--- config.mk ---
export PLATFORM = sky130hd
export DESIGN_NAME = multicycle_ctrl_flat
export DESIGN_NICKNAME = d
export VERILOG_FILES = /design/src/rtl/multicycle_ctrl_if.sv /design/src/rtl/multicycle_ctrl.sv /design/src/flat_wrapper.sv
export SDC_FILE = /design/constraint.sdc
export NUM_CORES = 1
export LEC_CHECK = 0
export BUFFER_PORTS_ARGS = -buffer_cell sky130_fd_sc_hd__buf_2
export CAP_MARGIN = 0
export CORE_UTILIZATION = 24
export DETAILED_ROUTE_END_ITERATION = 7
export GPL_ROUTABILITY_DRIVEN = 0
export GPL_TIMING_DRIVEN = 0
export HOLD_SLACK_MARGIN = 0.05
export PLACE_DENSITY_LB_ADDON = 0.08
export SETUP_SLACK_MARGIN = 0.05
export SLEW_MARGIN = 40
export SYNTH_ARGS = -nofsm -noshare
export SYNTH_HDL_FRONTEND = slang
export SYNTH_SLANG_ARGS = --single-unit
--- constraint.sdc ---
create_clock -name clk -period 1.5 [get_ports clk]
set_input_delay 0.15 -clock clk [delete_from_list [all_inputs] [get_ports clk]]
set_output_delay 0.15 -clock clk [all_outputs]
set_load 0.01 [all_outputs]
--- src/rtl/multicycle_ctrl_if.sv ---
// multicycle_ctrl_if: control/status bundle between the multicycle controller and its datapath.
interface multicycle_ctrl_if #(parameter int OPW = 4);
    logic [OPW-1:0] opcode;
    logic zero;
    logic mem_ready;
    logic pc_we;
    logic ir_we;
    logic iord;
    logic mem_rd;
    logic mem_wr;
    logic reg_we;
    logic reg_dst;
    logic mem_to_reg;
    logic alu_src_a;
    logic [1:0] alu_src_b;
    logic [1:0] alu_op;
    logic [1:0] pc_src;
    logic halted;
    logic [3:0] state;
    modport master (
        input opcode, zero, mem_ready,
        output pc_we, ir_we, iord, mem_rd, mem_wr, reg_we, reg_dst, mem_to_reg,
        output alu_src_a, alu_src_b, alu_op, pc_src, halted, state
    );
    modport slave (
        output opcode, zero, mem_ready,
        input pc_we, ir_we, iord, mem_rd, mem_wr, reg_we, reg_dst, mem_to_reg,
        input alu_src_a, alu_src_b, alu_op, pc_src, halted, state
    );
endinterface

--- src/rtl/multicycle_ctrl.sv ---
// multicycle_ctrl: Moore FSM sequencing fetch/decode/execute/memory/writeback of the 16-bit multicycle core.
module multicycle_ctrl #(
    parameter bit ILLEGAL_HALT = 1'b0,
    parameter int OPW = 4
) (
    input logic clk,
    input logic rst,
    multicycle_ctrl_if.master bus
);
    typedef enum logic [3:0] {
        FETCH = 4'd0, DECODE = 4'd1, EXEC_R = 4'd2, EXEC_I = 4'd3,
        ALU_WB = 4'd4, MEM_ADDR = 4'd5, MEM_LD = 4'd6, LD_WB = 4'd7,
        MEM_ST = 4'd8, BRANCH = 4'd9, JUMP = 4'd10, HALT = 4'd11
    } state_t;
    state_t state;
    logic r_type;
    logic [OPW-1:0] op;
    assign op = bus.opcode;
    always_ff @(posedge clk or posedge rst) begin
        if (rst) begin
            state <= FETCH;
            r_type <= 1'b0;
        end else begin
            case (state)
                FETCH: state <= bus.mem_ready ? DECODE : FETCH;
                DECODE: begin
                    r_type <= op < OPW'(4);
                    state <= op < OPW'(4) ? EXEC_R :
                             op == OPW'(4) ? EXEC_I :
                             (op == OPW'(5) || op == OPW'(6)) ? MEM_ADDR :
                             op == OPW'(7) ? BRANCH :
                             op == OPW'(8) ? JUMP :
                             (&op || ILLEGAL_HALT) ? HALT : FETCH;
                end
                EXEC_R, EXEC_I: state <= ALU_WB;
                MEM_ADDR: state <= op == OPW'(5) ? MEM_LD : MEM_ST;
                MEM_LD: state <= bus.mem_ready ? LD_WB : MEM_LD;
                MEM_ST: state <= bus.mem_ready ? FETCH : MEM_ST;
                HALT: state <= HALT;
                // single-cycle tail states and any unused encoding fall back to FETCH
                default: state <= FETCH;
            endcase
        end
    end
    always_comb begin
        bus.pc_we = 1'b0;
        bus.ir_we = 1'b0;
        bus.iord = 1'b0;
        bus.mem_rd = 1'b0;
        bus.mem_wr = 1'b0;
        bus.reg_we = 1'b0;
        bus.reg_dst = 1'b0;
        bus.mem_to_reg = 1'b0;
        bus.alu_src_a = 1'b0;
        bus.alu_src_b = 2'b00;
        bus.alu_op = 2'b00;
        bus.pc_src = 2'b00;
        bus.halted = 1'b0;
        case (state)
            FETCH: begin
                bus.mem_rd = 1'b1;
                bus.alu_src_b = 2'b01;
                bus.ir_we = bus.mem_ready;
                bus.pc_we = bus.mem_ready;
            end
            DECODE: bus.alu_src_b = 2'b10;
            EXEC_R: begin
                bus.alu_src_a = 1'b1;
                bus.alu_op = 2'b10;
            end
            EXEC_I, MEM_ADDR: begin
                bus.alu_src_a = 1'b1;
                bus.alu_src_b = 2'b10;
            end
            ALU_WB: begin
                bus.reg_we = 1'b1;
                bus.reg_dst = r_type;
            end
            MEM_LD: begin
                bus.iord = 1'b1;
                bus.mem_rd = 1'b1;
            end
            LD_WB: begin
                bus.reg_we = 1'b1;
                bus.mem_to_reg = 1'b1;
            end
            MEM_ST: begin
                bus.iord = 1'b1;
                bus.mem_wr = 1'b1;
            end
            BRANCH: begin
                bus.alu_src_a = 1'b1;
                bus.alu_op = 2'b01;
                bus.pc_src = 2'b01;
                bus.pc_we = bus.zero;
            end
            JUMP: begin
                bus.pc_src = 2'b10;
                bus.pc_we = 1'b1;
            end
            HALT: bus.halted = 1'b1;
            default: ;
        endcase
    end
    assign bus.state = state;
endmodule

--- src/flat_wrapper.sv ---
// flat-port wrapper written by rule: the top's interface ports become plain ports
module multicycle_ctrl_flat 
#(
    parameter bit ILLEGAL_HALT = 1'b0,
    parameter int OPW = 4
)
  (clk, rst, bus_opcode, bus_zero, bus_mem_ready, bus_pc_we, bus_ir_we, bus_iord, bus_mem_rd, bus_mem_wr, bus_reg_we, bus_reg_dst, bus_mem_to_reg, bus_alu_src_a, bus_alu_src_b, bus_alu_op, bus_pc_src, bus_halted, bus_state);
  multicycle_ctrl_if #(.OPW(OPW)) bus_i ();
  input logic clk;
  input logic rst;
  input wire logic [$bits(bus_i.opcode)-1:0] bus_opcode;
  input wire logic [$bits(bus_i.zero)-1:0] bus_zero;
  input wire logic [$bits(bus_i.mem_ready)-1:0] bus_mem_ready;
  output wire logic [$bits(bus_i.pc_we)-1:0] bus_pc_we;
  output wire logic [$bits(bus_i.ir_we)-1:0] bus_ir_we;
  output wire logic [$bits(bus_i.iord)-1:0] bus_iord;
  output wire logic [$bits(bus_i.mem_rd)-1:0] bus_mem_rd;
  output wire logic [$bits(bus_i.mem_wr)-1:0] bus_mem_wr;
  output wire logic [$bits(bus_i.reg_we)-1:0] bus_reg_we;
  output wire logic [$bits(bus_i.reg_dst)-1:0] bus_reg_dst;
  output wire logic [$bits(bus_i.mem_to_reg)-1:0] bus_mem_to_reg;
  output wire logic [$bits(bus_i.alu_src_a)-1:0] bus_alu_src_a;
  output wire logic [$bits(bus_i.alu_src_b)-1:0] bus_alu_src_b;
  output wire logic [$bits(bus_i.alu_op)-1:0] bus_alu_op;
  output wire logic [$bits(bus_i.pc_src)-1:0] bus_pc_src;
  output wire logic [$bits(bus_i.halted)-1:0] bus_halted;
  output wire logic [$bits(bus_i.state)-1:0] bus_state;
  assign bus_i.opcode = bus_opcode;
  assign bus_i.zero = bus_zero;
  assign bus_i.mem_ready = bus_mem_ready;
  assign bus_pc_we = bus_i.pc_we;
  assign bus_ir_we = bus_i.ir_we;
  assign bus_iord = bus_i.iord;
  assign bus_mem_rd = bus_i.mem_rd;
  assign bus_mem_wr = bus_i.mem_wr;
  assign bus_reg_we = bus_i.reg_we;
  assign bus_reg_dst = bus_i.reg_dst;
  assign bus_mem_to_reg = bus_i.mem_to_reg;
  assign bus_alu_src_a = bus_i.alu_src_a;
  assign bus_alu_src_b = bus_i.alu_src_b;
  assign bus_alu_op = bus_i.alu_op;
  assign bus_pc_src = bus_i.pc_src;
  assign bus_halted = bus_i.halted;
  assign bus_state = bus_i.state;
  multicycle_ctrl #(.ILLEGAL_HALT(ILLEGAL_HALT), .OPW(OPW)) u_core (.clk(clk), .rst(rst), .bus(bus_i));
endmodule
==> flow_summary.ini, run 1 <==
[status]
violations = setup timing
outcome = complete, but fails checks

[floorplan]
die-width_um = 52.0
floorplan.core_area_sq_um = 2280
ios = 28
fp.dieArea_sq_um = 2710
rows = 17
chipHeight_um = 52.0
starting_utilization_of_the_core_area = 0.264

[final_layout]
syn2layout_area_growth_pct = 93.1
final_cell_mix = sky130_fd_sc_hd__buf_2 (27), sky130_fd_sc_hd__buf_4 (14), sky130_fd_sc_hd__buf_6 (9)
layout.cells.most_common = sky130_fd_sc_hd__buf_2
finalNonFillerCells = 158
nFillCells = 222
antennaDiodeCount = 0
drive_above_1_share = 0.615
fin_nets = 139
finish.instance_area_sq_um = 1160
share_of_the_core_filled_with_cells = 0.510

[power_and_ir_drop]
combPwrFrac = 0.816
switching_share = 0.437
total_leakage_power_uw = 0.000559
switchingPower_uw = 952
p_per_area_nw_per_um2 = 1880
internal-power_uw = 1230
power.clock.fraction = 0.072
seq_power_share = 0.111
vdd.ir_drop.worst_uv = 1050

[flow_run]
cap_violations = 0

[hold_path]
hold_path_class = in -> reg
holdPathStages = 3

[worst_setup_path]
worst-endpoint-required_ns = 1.35
timing.critical_path.fanout_max = 6
r2r.worst_path.cells = 6
criticalPathCategory = reg -> out
endpoint_kind = output port
crit_arrival_ns = 1.53
start_kind = flip-flop

[placement]
postPlaceCellArea_sq_um = 786
dp.cells = 135
dp_worst_setup_slack_ns = -0.0649
hpwl_um = 1320
buffer_ports.inserted = 27

[clock_network]
cts_made_buffers = 3
cts.reportedPaths.clkPinSlew_ns = 0.04
largest_buffer_count_on_any_clock_path = 2
cts_num_sinks = 5
clockRootBuffer = sky130_fd_sc_hd__clkbuf_4
htree_levels = 1
tritoncts_clock_tree = built
clk_latency_ns = 0.25

[timing]
timing_max_transition_violations_final = 0
hold_ws_ns = 0.242
final.setup_skew_ns = 0.00460
finalCritPeriodShare = 1.12
finalCriticalPeriod_ns = 1.68
final_critical_path_setup_slack_ns = -0.176
timing.slew.headroom = 0.678
setup_viol = 13
setup_repair_after_global_routing_missed_its_margin = yes
worst_slew_pin_slew_ns = 0.477
hold_viol_final = 0
fmax_ghz = 0.597

[drt]
via_per_inst = 5.09
drt_pass1_iterations = 4
post-route-drc-count = 0
dr_total_vias = 805
count_of_nets_left_with_antenna_violations_after_detail_routing = 0
drt_iter0_markers = 9
drt_wl_total_um = 2140
avgRoutedWirePerCell_um = 13.5

[logic_synthesis]
main_combinational_cell_family_by_area_after_synthesis = simple AND/OR/NAND/NOR gates
synthAdderAreaFrac = 0
cell_area_after_technology_mapping_sq_um = 601
ys_ff_latch = 5
simple_gate_share_of_the_synthesized_area = 0.435
post_synth_xor_area_fraction = 0.0438
synth.mux.area_fraction = 0.0188
yosys-top-cells-area = sky130_fd_sc_hd__dfrtp_1 (21%), sky130_fd_sc_hd__nor3_1 (5.8%), sky130_fd_sc_hd__and3b_1 (4.4%)
yosys.area.top_type_share = 0.208
yosysUniqueCellTypes = 35
syn-mean-instance-area_sq_um = 7.51
postSynthCellCount = 80
ys_warn_count = 0
mappedNetlistNets = 88
yosysSeqAreaShare = 0.208
synth-compound-area-share = 0.196
most_area_hungry_cell_type_in_the_yosys_netlist = sky130_fd_sc_hd__dfrtp_1

[global_route]
grt_antenna_before_repair = 0
grt_first_pass_wirelength_um = 3220
grt-ovfl-total = 0
first_global_vias = 698
pin_count_of_the_biggest_net_entering_global_routing = 11
grt_util_all_layers = 0.164
-- routing by layer --
| layer | wire (um) | share of wire | vias to the layer above | GRT usage |
|---|---|---|---|---|
| met5 | 0 | 0 | - | 0 |
| met4 | 0 | 0 | 0 | 0.0180 |
| met3 | 121 | 0.057 | 0 | 0.0585 |
| met2 | 1120 | 0.52 | 29 | 0.295 |
| met1 | 895 | 0.42 | 386 | 0.188 |
| li1 | - | - | 390 | - |
-- sequential cells by signal (all words and copies together) (netlist names) --
| name | flops |
|---|---|
| u_core.r_type | 1 |
| u_core.bus.state | 4 |
-- stage by stage --
stage               power (uW)  TNS [ns]
finish                    2180    -0.969
global route              2330     -1.96
CTS                       2000    -0.744
detailed placement        1280    -0.212
global placement          1270    -0.237
floorplan                  945         0
-- layout make-up --
| type | count | area (sq um) | area share |
|---|---|---|---|
| inverters | 2 | 15.0 | 0.0129 |
| repair buffers | 47 | 319 | 0.275 |
| flip-flops and latches | 5 | 126 | 0.109 |
| plain buffers | 8 | 101 | 0.0874 |
| clock buffers | 4 | 26.3 | 0.0227 |
| well taps | 28 | 35.0 | 0.0302 |
| multi-input cells | 64 | 537 | 0.463 |
-- timing repair --
| item | CTS | global route |
|---|---|---|
| hold endpoints to repair | 5 | 0 |
| gates resized for setup | 37 | 16 |
| pin swaps | 7 | 9 |
| hold buffers | 1 | 0 |
| buffers inserted | 15 | 3 |
| setup endpoints to repair | 19 | 20 |
| gates cloned | 1 | 0 |
-- critical path, cell delays in order (launching register included) --
cell                      delay, ns
sky130_fd_sc_hd__dfrtp_1       0.38
sky130_fd_sc_hd__buf_6         0.14
sky130_fd_sc_hd__or4b_4        0.51
sky130_fd_sc_hd__a21oi_2       0.12
sky130_fd_sc_hd__buf_2         0.13
-- cell families (layout without fill, tap and decap cells) --
kind of cell | after synthesis | count (layout)
xor+xnor | 3 | 3
compound gates | 18 | 18
buf+inv | 11 | 61
simple gates | 42 | 42
flops | 5 | 5
mux | 1 | 1
-- final timing paths --
kind | start | to | slack (ns)
hold reg to reg | u_core.r_type$_DFFE_PP0P_ | u_core.r_type$_DFFE_PP0P_ | 0.53
min in group asynchronous | rst | u_core.bus.state[3]$_DFF_PP0_ | 0.35
setup reg to reg | u_core.bus.state[3]$_DFF_PP0_ | u_core.r_type$_DFFE_PP0P_ | -0.14
hold / removal | bus_mem_ready | u_core.bus.state[0]$_DFF_PP0_ | 0.24
max in group asynchronous | rst | u_core.bus.state[1]$_DFF_PP0_ | 0.96
setup / recovery | u_core.bus.state[3]$_DFF_PP0_ | bus_pc_we | -0.18
-- power by group through the flow --
stage | sequential (uW) | combinational (uW) | clock, uW
after floorplan | 241 | 704 | 0
after global placement | 227 | 1050 | 0
after detailed placement | 228 | 1050 | 0
after CTS | 239 | 1600 | 162
after global routing | 250 | 1900 | 178
final | 243 | 1780 | 158
-- synth_stat cells --
cell                        instances
sky130_fd_sc_hd__clkbuf_1           2
sky130_fd_sc_hd__or4b_4             1
sky130_fd_sc_hd__o21bai_1           1
sky130_fd_sc_hd__nand4_1            1
sky130_fd_sc_hd__buf_6              1
sky130_fd_sc_hd__nor2b_1            3
sky130_fd_sc_hd__o21ai_2            1
sky130_fd_sc_hd__or2_2              1
sky130_fd_sc_hd__buf_4              1
sky130_fd_sc_hd__nor3b_1            2
sky130_fd_sc_hd__nor4b_1            1
sky130_fd_sc_hd__a211oi_1           1
sky130_fd_sc_hd__nand2b_1           3
sky130_fd_sc_hd__nand2_1            5
sky130_fd_sc_hd__o2bb2ai_1          1
sky130_fd_sc_hd__o211ai_1           2
sky130_fd_sc_hd__nor4b_2            1
sky130_fd_sc_hd__nor2_1             6
sky130_fd_sc_hd__mux2_2             1
sky130_fd_sc_hd__a21oi_1            5
sky130_fd_sc_hd__o311a_1            1
sky130_fd_sc_hd__buf_2              5
sky130_fd_sc_hd__and3_1             1
sky130_fd_sc_hd__nor4_1             2
sky130_fd_sc_hd__and3b_1            3
sky130_fd_sc_hd__a21boi_0           2
sky130_fd_sc_hd__nor3_1             7
sky130_fd_sc_hd__xor2_1             2
sky130_fd_sc_hd__nor4bb_1           2
sky130_fd_sc_hd__dfrtp_1            5
sky130_fd_sc_hd__and2_1             2
sky130_fd_sc_hd__nand3_1            1
sky130_fd_sc_hd__o21ai_0            4
sky130_fd_sc_hd__inv_1              2
sky130_fd_sc_hd__xnor2_1            1
Note: power is estimated with default switching activity, not from simulation.
==> run 2, diff against run 1 <==
--- a/config.mk
+++ b/config.mk
@@ -8,11 +8,13 @@
 export BUFFER_PORTS_ARGS = -buffer_cell sky130_fd_sc_hd__buf_2
 export CAP_MARGIN = 0
 export CORE_UTILIZATION = 24
+export CTS_CLUSTER_SIZE = 24
 export DETAILED_ROUTE_END_ITERATION = 7
 export GPL_ROUTABILITY_DRIVEN = 0
 export GPL_TIMING_DRIVEN = 0
 export HOLD_SLACK_MARGIN = 0.05
 export PLACE_DENSITY_LB_ADDON = 0.08
+export RECOVER_POWER = 100
 export SETUP_SLACK_MARGIN = 0.05
 export SLEW_MARGIN = 40
 export SYNTH_ARGS = -nofsm -noshare
==> run 2 against run 1 <==
The flow still finishes with violations (setup timing). Routed wire length hardly changed. Total power decreased by 0.44%. Register-to-register slack barely moved. Clock power barely moved. Combinational power about the same. Cell count unchanged.
==> flow_summary.ini, run 2 (same netlist as run 1, synthesis figures left out) <==
[hold_path]
holdPathStages = 3
worst_hold_path.endpoint = u_core.bus.state[0]$_DFF_PP0_
worst_hold_startpoint = bus_mem_ready
hold_path_class = in -> reg

[drt]
drt_pass1_iterations = 4
drt_iter0_markers = 8
met2RoutedLength_um = 1130
uppermost_metal_layer_occupied_by_signal_nets = met3
avgRoutedWirePerCell_um = 13.6
m1WireLength_um = 909
detailroute.wirelength.met3_um = 104
post-route-drc-count = 0
drt_wl_total_um = 2140
count_of_nets_left_with_antenna_violations_after_detail_routing = 0
dr_total_vias = 797
via_per_inst = 5.04

[power_and_ir_drop]
total_leakage_power_uw = 0.000556
p_per_area_nw_per_um2 = 1890
vdd.ir_drop.worst_uv = 1050

[final_layout]
layout.cells.most_common = sky130_fd_sc_hd__buf_2
fin_nets = 139
largest_register_ff_count = 4
largestRegisters = u_core.bus.state: 4 flops, u_core.r_type: 1 flops
antennaDiodeCount = 0
nFillCells = 222
drive_above_1_share = 0.592
final_cell_mix = sky130_fd_sc_hd__buf_2 (26), sky130_fd_sc_hd__buf_4 (13), sky130_fd_sc_hd__buf_6 (9)
register_bank_with_the_most_flops = u_core.bus.state
syn2layout_area_growth_pct = 91.7

[timing]
worst_slew_pin_slew_ns = 0.459
setup_repair_after_global_routing_missed_its_margin = yes
final_critical_path_setup_slack_ns = -0.180
fmax_ghz = 0.595
final.setup_skew_ns = 0.00416
hold_ws_ns = 0.243
timing_max_transition_violations_final = 0
finalCritPeriodShare = 1.12
setup_viol = 13
setup-tns-final_ns = -1.01
finalCriticalPeriod_ns = 1.68
hold_viol_final = 0
timing.slew.headroom = 0.690

[global_route]
grt_first_pass_wirelength_um = 3220
first_global_vias = 698
pin_count_of_the_biggest_net_entering_global_routing = 11
grt_util_all_layers = 0.164
grt_antenna_before_repair = 0
grt-ovfl-total = 0

[placement]
hpwl_um = 1320
buffer_ports.inserted = 27

[worst_setup_path]
start_kind = flip-flop
criticalPathCategory = reg -> out
r2r_end = u_core.r_type$_DFFE_PP0P_
rrSetupSlack_ns = -0.15
launch_instance_of_the_worst_register_to_register_path = u_core.bus.state[3]$_DFF_PP0_
r2r.worst_path.cells = 6
timing.critical_path.fanout_max = 6
crit_arrival_ns = 1.53
endpoint_kind = output port
worst-endpoint-required_ns = 1.35

[clock_network]
cts_num_sinks = 5
clockRootBuffer = sky130_fd_sc_hd__clkbuf_4
htree_levels = 1
largest_buffer_count_on_any_clock_path = 2
clk_latency_ns = 0.25
tritoncts_clock_tree = built
cts_made_buffers = 3
cts.reportedPaths.clkPinSlew_ns = 0.04

[floorplan]
ios = 28
chipHeight_um = 52.0
rows = 17
starting_utilization_of_the_core_area = 0.264
die-width_um = 52.0
floorplan.core_area_sq_um = 2280
fp.dieArea_sq_um = 2710

[status]
violations = setup timing
outcome = complete, but fails checks

[flow_run]
cap_violations = 0
==> run 2: timing repair <==
item,CTS,global route
hold endpoints to repair,5,0
pin swaps,7,9
buffers inserted,15,3
setup endpoints to repair,19,20
gates cloned,1,0
gates resized for setup,37,16
hold buffers,1,0
==> run 2: power breakdown <==
| group | internal (uW) | switching [uW] |
|---|---|---|
| logic | 935 | 839 |
| clock network | 101 | 57.0 |
| registers | 187 | 53.9 |
==> run 2: worst max path at each step <==
stage                                        startpoint       endpoint  slack (ns)  depth (start not counted)
after floorplan           u_core.bus.state[0]$_DFF_PP0_  bus_pc_src[0]        0.06                          5
after global placement    u_core.bus.state[2]$_DFF_PP0_    bus_reg_dst       -0.08                          5
after detailed placement  u_core.bus.state[2]$_DFF_PP0_       bus_iord       -0.06                          6
after CTS                 u_core.bus.state[3]$_DFF_PP0_      bus_pc_we       -0.18                          4
after global routing      u_core.bus.state[3]$_DFF_PP0_      bus_pc_we       -0.23                          4
final                     u_core.bus.state[3]$_DFF_PP0_      bus_pc_we       -0.18                          4
==> run 2: worst max-delay path, stage by stage, from the launching register on <==
cell and delay [ns]:
sky130_fd_sc_hd__dfrtp_1 0.38, sky130_fd_sc_hd__buf_6 0.14, sky130_fd_sc_hd__or4b_4 0.51, sky130_fd_sc_hd__a21oi_2 0.13, sky130_fd_sc_hd__buf_2 0.13
==> run 2: final cells by class <==
class                           count  area [sq um]  area share
Tap cell                           28          35.0      0.0304
Timing Repair Buffer               47           318       0.276
Buffer                              8           101      0.0880
Multi-Input combinational cell     64           531       0.461
Clock buffer                        4          26.3      0.0228
Sequential cell                     5           125       0.109
Inverter                            2          15.0      0.0130
==> run 2: per-stage QoR <==
step	total power (uW)	std cells	cell area (sq um)	utilization	setup WS [ns]
detailed placement	1280	135	786	0.345	-0.0649
global route	2320	158	1150	0.506	-0.232
floorplan	945	80	616	-	0.0616
global placement	1270	135	786	0.345	-0.0816
CTS	2000	156	1090	0.478	-0.176
finish	2170	158	1150	0.506	-0.180
==> run 2: layer usage <==
layer / vias up / GRT usage
met2: 25 / 0.295
met3: 0 / 0.0585
li1: 391 / -
met4: 0 / 0.0180
met1: 381 / 0.188
met5: - / 0
==> run 3, diff against run 2 <==
--- a/config.mk
+++ b/config.mk
@@ -13,7 +13,6 @@
 export GPL_ROUTABILITY_DRIVEN = 0
 export GPL_TIMING_DRIVEN = 0
 export HOLD_SLACK_MARGIN = 0.05
-export PLACE_DENSITY_LB_ADDON = 0.08
 export RECOVER_POWER = 100
 export SETUP_SLACK_MARGIN = 0.05
 export SLEW_MARGIN = 40
==> run 3 against run 2 <==
The run still ends with setup timing left. Sequential power is 3% higher. Count of clock-buffer cells in the layout did not move. Total power increased by 9.7%. Clock skew rose by 0.0046 ns. First-iteration DRC count increased by 63%. Largest cell class unchanged. Critical endpoint unchanged. Worst setup slack got worse by 0.0098 ns. Routed wire length up 12%. Core utilization rose by 2.9 points. Combinational power is 11% higher.
==> flow_summary.ini, run 3 (same netlist as run 1, synthesis figures left out) <==
[power_and_ir_drop]
vdd.ir_drop.worst_uv = 1170
total_leakage_power_uw = 0.000567
p_per_area_nw_per_um2 = 1960

[global_route]
grt_antenna_before_repair = 0
first_global_vias = 705
grt_first_pass_wirelength_um = 3420
pin_count_of_the_biggest_net_entering_global_routing = 11
grt_util_all_layers = 0.173
grt-ovfl-total = 0

[drt]
post-route-drc-count = 0
avgRoutedWirePerCell_um = 15.1
drt_iter0_markers = 13
via_per_inst = 5.18
drt_wl_total_um = 2400
drt_pass1_iterations = 4
dr_total_vias = 824
count_of_nets_left_with_antenna_violations_after_detail_routing = 0

[timing]
timing.slew.headroom = 0.667
final.setup_skew_ns = 0.00878
finalCriticalPeriod_ns = 1.69
hold_viol_final = 0
setup_repair_after_global_routing_missed_its_margin = yes
hold_ws_ns = 0.234
fmax_ghz = 0.592
worst_slew_pin_slew_ns = 0.492
finalCritPeriodShare = 1.13
timing_max_transition_violations_final = 0
final_critical_path_setup_slack_ns = -0.190
setup_viol = 15

[status]
violations = setup timing
outcome = complete, but fails checks

[floorplan]
fp.dieArea_sq_um = 2710
ios = 28
starting_utilization_of_the_core_area = 0.264
floorplan.core_area_sq_um = 2280
die-width_um = 52.0
chipHeight_um = 52.0
rows = 17

[worst_setup_path]
start_kind = flip-flop
worst-endpoint-required_ns = 1.35
rrSetupSlack_ns = -0.05
launch_instance_of_the_worst_register_to_register_path = u_core.bus.state[0]$_DFF_PP0_
crit_arrival_ns = 1.54
r2r_end = u_core.r_type$_DFFE_PP0P_
crit_path_start = u_core.bus.state[0]$_DFF_PP0_
endpoint_kind = output port
r2r.worst_path.cells = 5
criticalPathCategory = reg -> out
timing.critical_path.fanout_max = 4

[clock_network]
cts.reportedPaths.clkPinSlew_ns = 0.05
htree_levels = 1
cts_made_buffers = 3
clk_latency_ns = 0.25
tritoncts_clock_tree = built
clockRootBuffer = sky130_fd_sc_hd__clkbuf_4
cts_num_sinks = 5
largest_buffer_count_on_any_clock_path = 2

[final_layout]
drive_above_1_share = 0.580
register_bank_with_the_most_flops = u_core.bus.state
largest_register_ff_count = 4
nFillCells = 212
area.sequential_sq_um = 125
combined_area_of_the_multi_input_logic_cells_sq_um = 529
largestRegisters = u_core.bus.state: 4 flops, u_core.r_type: 1 flops
layout.cells.most_common = sky130_fd_sc_hd__buf_2
fin_nets = 140
antennaDiodeCount = 0
final_cell_mix = sky130_fd_sc_hd__buf_2 (25), sky130_fd_sc_hd__buf_6 (14), sky130_fd_sc_hd__buf_4 (8)
syn2layout_area_growth_pct = 103

[placement]
dp_worst_setup_slack_ns = -0.00654
hpwl_um = 1260
buffer_ports.inserted = 27

[hold_path]
worst_hold_path.endpoint = u_core.bus.state[0]$_DFF_PP0_
hold_path_class = in -> reg
worst_hold_startpoint = bus_mem_ready
holdPathStages = 3

[flow_run]
cap_violations = 0
[run 3: layout make-up]
type                    count  share of cell area
plain buffers               9               0.105
repair buffers             47               0.290
multi-input cells          64               0.435
inverters                   2              0.0165
clock buffers               4              0.0216
well taps                  28              0.0288
flip-flops and latches      5               0.103
[run 3: per-layer routing]
layer / track usage / routed length, um
met4: 0.0360 / 37
met3: 0.0380 / 100
met5: 0 / 0
met1: 0.203 / 953
met2: 0.314 / 1310
[run 3: power breakdown]
group          switching (uW)  internal (uW)
sequential               60.9            186
clock                    65.1            101
combinational             896           1070
[run 3: worst max-delay path by stage]
stage	end	slack (ns)	depth (start not counted)
after global routing	bus_pc_we	-0.23	4
final	bus_pc_we	-0.19	3
after CTS	bus_pc_we	-0.20	4
after global placement	bus_reg_dst	-0.005	5
after floorplan	bus_pc_src[0]	0.06	5
after detailed placement	bus_reg_dst	-0.007	5
[run 3: metrics by stage]
| stage | util | cell area, sq um | instances | TNS (ns) | total power (uW) |
|---|---|---|---|---|---|
| 5_1_grt | 0.534 | 1220 | 159 | -1.89 | 2490 |
| 4_1_cts | 0.485 | 1100 | 155 | -0.772 | 2050 |
| 2_1_floorplan | - | 616 | 80 | 0 | 945 |
| 6_report | 0.534 | 1220 | 159 | -1.14 | 2380 |
| 3_5_place_dp | 0.345 | 786 | 135 | -0.0172 | 1270 |
| 3_3_place_gp | 0.345 | 786 | 135 | -0.00676 | 1250 |
[run 3: timing repair]
item,4_1_cts,5_1_grt
hold buffers,1,0
setup endpoints to repair,18,21
pin swaps,8,12
buffers inserted,14,4
resized for setup,41,20
hold endpoints to repair,5,0
gates cloned,1,1
[run 3: critical path: stages, from the launching register on]
cell                      delay (ns)
sky130_fd_sc_hd__dfrtp_1        0.44
sky130_fd_sc_hd__or4b_4         0.58
sky130_fd_sc_hd__a21oi_2        0.13
sky130_fd_sc_hd__buf_2          0.14
